<file path="src/rtl/alu_seq_exec.sv">
// alu_seq_exec: RV32-style ALU; one-cycle arithmetic/logic ops, shifts done bit-serially one position per clock
//   clk      rising-edge clock
//   reset_n  synchronous active-low reset
//   start    execute request, sampled only in IDLE
//   alu_ctrl {func7 bit, func3}
//   op_a     first operand
//   op_b     second operand, low SHW bits are the shift amount
//   result   registered result, held until next completion
//   zero     registered, result == 0
//   valid    one-cycle completion pulse
//   busy     shift in progress
//   illegal  registered with result, alu_ctrl was undefined
module alu_seq_exec #(
  parameter int WIDTH = 32,
  parameter int SHW   = 5
) (
  input  logic             clk,
  input  logic             reset_n,
  input  logic             start,
  input  logic [3:0]       alu_ctrl,
  input  logic [WIDTH-1:0] op_a,
  input  logic [WIDTH-1:0] op_b,
  output logic [WIDTH-1:0] result,
  output logic             zero,
  output logic             valid,
  output logic             busy,
  output logic             illegal
);
  typedef enum logic {IDLE, SHIFT} state_t;
  state_t           state_q, state_d;
  logic [3:0]       ctrl_q, ctrl_d;
  logic [WIDTH-1:0] acc_q, acc_d, result_q, result_d, alu_y, acc_sh;
  logic [SHW-1:0]   cnt_q, cnt_d, shamt;
  logic             zero_q, zero_d, valid_q, valid_d, illegal_q, illegal_d;
  logic             legal, is_shift;
  assign shamt    = op_b[SHW-1:0];
  assign is_shift = (alu_ctrl == 4'b0001 || alu_ctrl == 4'b0101 || alu_ctrl == 4'b1101) && shamt != '0;
  // SRA keeps re-inserting the accumulator MSB, which is the latched op_a sign
  assign acc_sh   = ctrl_q == 4'b0001 ? {acc_q[WIDTH-2:0], 1'b0}
                                      : {ctrl_q[3] & acc_q[WIDTH-1], acc_q[WIDTH-1:1]};
  always_comb begin
    legal = 1'b1;
    alu_y = '0;
    case (alu_ctrl)
      4'b0000: alu_y = op_a + op_b;
      4'b1000: alu_y = op_a - op_b;
      4'b0010: alu_y = {{(WIDTH-1){1'b0}}, $signed(op_a) < $signed(op_b)};
      4'b0011: alu_y = {{(WIDTH-1){1'b0}}, op_a < op_b};
      4'b0100: alu_y = op_a ^ op_b;
      4'b0110: alu_y = op_a | op_b;
      4'b0111: alu_y = op_a & op_b;
      4'b0001, 4'b0101, 4'b1101: alu_y = op_a;
      default: legal = 1'b0;
    endcase
  end
  always_comb begin
    state_d   = state_q;
    ctrl_d    = ctrl_q;
    acc_d     = acc_q;
    cnt_d     = cnt_q;
    result_d  = result_q;
    zero_d    = zero_q;
    illegal_d = illegal_q;
    valid_d   = 1'b0;
    if (state_q == IDLE) begin
      if (start) begin
        ctrl_d = alu_ctrl;
        acc_d  = op_a;
        cnt_d  = shamt;
        if (is_shift) begin
          state_d = SHIFT;
        end else begin
          result_d  = alu_y;
          zero_d    = alu_y == '0;
          illegal_d = !legal;
          valid_d   = 1'b1;
        end
      end
    end else begin
      acc_d = acc_sh;
      cnt_d = cnt_q - 1'b1;
      if (cnt_q == SHW'(1)) begin
        state_d   = IDLE;
        result_d  = acc_sh;
        zero_d    = acc_sh == '0;
        illegal_d = 1'b0;
        valid_d   = 1'b1;
      end
    end
  end
  always_ff @(posedge clk) begin
    if (!reset_n) begin
      state_q   <= IDLE;
      ctrl_q    <= '0;
      acc_q     <= '0;
      cnt_q     <= '0;
      result_q  <= '0;
      zero_q    <= 1'b1;
      valid_q   <= 1'b0;
      illegal_q <= 1'b0;
    end else begin
      state_q   <= state_d;
      ctrl_q    <= ctrl_d;
      acc_q     <= acc_d;
      cnt_q     <= cnt_d;
      result_q  <= result_d;
      zero_q    <= zero_d;
      valid_q   <= valid_d;
      illegal_q <= illegal_d;
    end
  end
  assign result  = result_q;
  assign zero    = zero_q;
  assign valid   = valid_q;
  assign illegal = illegal_q;
  assign busy    = state_q == SHIFT;
endmodule

</file>
<file path="config.mk">
export PLATFORM = sky130hd
export DESIGN_NAME = alu_seq_exec
export DESIGN_NICKNAME = d
export VERILOG_FILES = /design/src/rtl/alu_seq_exec.sv
export SDC_FILE = /design/constraint.sdc
export NUM_CORES = 1
export LEC_CHECK = 0
export BUFFER_PORTS_ARGS = -buffer_cell sky130_fd_sc_hd__buf_2
export CAP_MARGIN = 40
export CORE_MARGIN = 2
export CORE_UTILIZATION = 35
export DETAILED_ROUTE_END_ITERATION = 8
export SLEW_MARGIN = 20
export SYNTH_ARGS = -nofsm -noshare
export SYNTH_HDL_FRONTEND = slang
export SYNTH_SLANG_ARGS = --single-unit
</file>
<file path="constraint.sdc">
create_clock -name clk -period 6.5 [get_ports clk]
set_clock_uncertainty 0.1 [all_clocks]
set_input_delay 0.325 -clock clk [delete_from_list [all_inputs] [get_ports clk]]
set_output_delay 0.325 -clock clk [all_outputs]
set_load 0.05 [all_outputs]
</file>
==> run summary <==
outcome: completed
synthesized cell area: 9570 um^2
Rows: 60
Die Ht: 169 um
max-cap violation count: 0
Setup TNS Final: 0 ns
Cells after Synth: 1401
Worst Setup End Kind: flop
share of the synthesized area in the top cell type: 16.1%
initial antenna violation count: 1
Initial Util: 35.6%
Peak VDD IR: 0.131 mV
Vias/cell: 6.23
Met2 Routed Length: 18000 um
drt initial violations: 1286
Die ar.: 28700 um^2
Hold Crit Class: primary input to flop
dpl hpwl: 31100 um
CTS Buf Count: 9
Int Power: 0.00116 W
RSZ-0062 raised after global routing: false
most common cell in the netlist: nand2_1
Synth area leaders: dfxtp_1 (16%), ha_1 (14%), a21oi_1 (7.3%), nand2_1 (6.8%), nor2_1 (5.3%)
Port Buf Inserts: 106
CTS tree: done
Synth cell types: 81
worst path required time: 6.69 ns
Mean Syn Cell Area: 6.83 um^2
fmax: 206 MHz
sequential share of power: 27.9%
worst-path cell chain: buf_2, inv_1, ha_1, inv_1, fa_1, nor2b_1, o311ai_2, a21oi_1, o32ai_1, o21ai_1, or4_1, or4_1, or4_1, or4_1, nor4_1, a21o_1
Fill cells: 2916
Setup Crit Path Kind: primary input to flop
Synth Register Bits: 77
switching part of the total: 41.7%
clk sink count: 77
worst slew pin tran: 0.851 ns
area of the multi-input gates: 7300 um^2
crit-path max cell delay: 0.59 ns
Max Used Layer: met4
die width: 169 um
most frequent cells after synthesis: nand2_1 (173), a21oi_1 (140), nor2_1 (134)
vias in the first global route: 10.5k
CTS clk-pin slew, worst paths: 0.06 ns
post-route met1 wirelength: 17700 um
Total GRT Usage: 27.3%
via count: 11.2k
Routed wire per std cell: 22.5 um
Synth warnings: 0
CTS Buffer Depth: 2
Tmin final: 4.85 ns
Post-Syn Nets: 1579
final wirelength: 40300 um
period utilization: 74.6%
largest net degree at the start of global routing: 70
Seq/Total Area, Yosys: 16.1%
DR WL met3: 2700 um
Crit-path slowest cell: or4_1
drt drc: 0
FF-to-FF Start: busy$_SDFF_PN0_
GRT overflow: 0
post-CTS resize count: 0
Slew HR: 43.3%
first-pass iteration count of the detailed router: 5
ys async rst share: 0%
Final ANT Viol Nets: 0
Critical Path Source: op_a[0]
most frequent CP cell: or4_1
RePlAce Congestion: 1.00
worst-path maximum fanout: 4
leading area contributor after synthesis: dfxtp_1
Hold Vio Cnt, Final: 0
core area: 26900 um^2
Startpoint Class: primary input
fin nets: 1626
part of the power in combinational logic: 42.8%
ys flop type: dfxtp_1
H-tree depth: 3
synth-to-layout area growth: 12.2%
Final Power: 0.00199 W
Clk network pwr share: 29.3%
register area: 1550 um^2
Top Ports: 107
clock tree root buffer cell: clkbuf_16
sw power: 0.000827 W
final setup vio count: 0
hold_buf cts: 0
CP arrival: 5.04 ns
hold path start: op_a[0]
first-pass GRT wire length: 61300 um
share of layout cells above drive strength 1: 11.4%
PD cells: 185 nW/um^2
Post-synth EDFFs: 0
Slew Viols, Final: 0
clock latency on the worst-skew pair: 0.34 ns
Leakage: 4.86 nW
Post-CTS Repair Setup Buffers: 0
## layout by cell type, fill, tap and decap left out, drive strengths merged, types with 16 or more instances in the layout
master,n
inv,105
o21ai,70
o31ai,17
nand2b,16
buf,130
a21o,20
nor3,39
nand2,173
o211ai,37
ha,105
a31oi,19
nor2,134
a21oi,140
nor4,22
o211a,30
nand3,57
a211oi,19
dfxtp,77
## worst paths after layout
path                             end  slack [ns]  cells after the start
max reg2reg        zero$_SDFFE_PN1P_        2.44                     11
max                zero$_SDFFE_PN1P_        1.65                     16
min reg2reg  result[11]$_SDFFE_PN0P_        0.35                      2
min            acc_q[0]$_SDFFE_PN0P_        0.19                      3
## worst max-delay path, delay by kind of cell
family	cells	cell delay, ns
buffers and inverters	3	0.27
adders and majority gates	2	0.57
AOI/OAI and AO/OA	5	1.24
and+or+nand+nor	6	2.61
## area by class of cell
type,count,area share [%]
Timing Repair Buffer,130,6.73
Multi-Input combinational cell,1124,68.0
Inverter,106,3.71
Tap cell,341,3.98
Antenna cell,1,0.0233
Clock buffer,10,2.13
Clock inverter,6,1.03
Sequential cell,77,14.4
## through the flow
stage,utilization [%],cells,hold slack [ns],instance area (um^2),setup slack [ns]
floorplan,-,1401,0.340,9570,2.20
global placement,38.4,1771,0.337,10300,1.44
detailed placement,38.6,1777,0.341,10400,1.40
CTS,39.9,1793,0.179,10700,1.73
global route,39.9,1795,0.193,10700,1.51
finish,39.9,1795,0.187,10700,1.65
## registers in the layout (all words and copies together), names as in the netlist
signal / count
illegal: 1
result: 32
acc_q: 32
ctrl_q: 4
valid: 1
zero: 1
cnt_q: 5
busy: 1
## layer usage
layer | vias up | global-route usage [%]
met3 | 87 | 2.75
met5 | - | 0
li1 | 5228 | -
met2 | 562 | 44.0
met1 | 5314 | 37.1
met4 | 0 | 12.0
## power by group through the flow
stage               sequential [W]  clock [W]  combinational, W
floorplan                 0.000615          0          0.000499
global placement          0.000568          0          0.000821
detailed placement        0.000564          0          0.000825
CTS                       0.000553   0.000592          0.000830
global route              0.000560   0.000613          0.000913
finish                    0.000555   0.000582          0.000849
## kinds of logic (layout without fill, tap and decap cells)
logic type | Yosys count | after routing | synth area share, %
and+or+nand+nor | 512 | 512 | 24.7
buffers and inverters | 200 | 252 | 7.99
xor gates and xnor gates | 6 | 6 | 0.549
DFF | 77 | 77 | 16.1
adders and majority gates | 107 | 107 | 14.1
muxes | 5 | 5 | 0.523
other | 0 | 1 | 0
AOI/OAI and AO/OA | 494 | 494 | 36.0
Power figures use the tool's default switching activity.
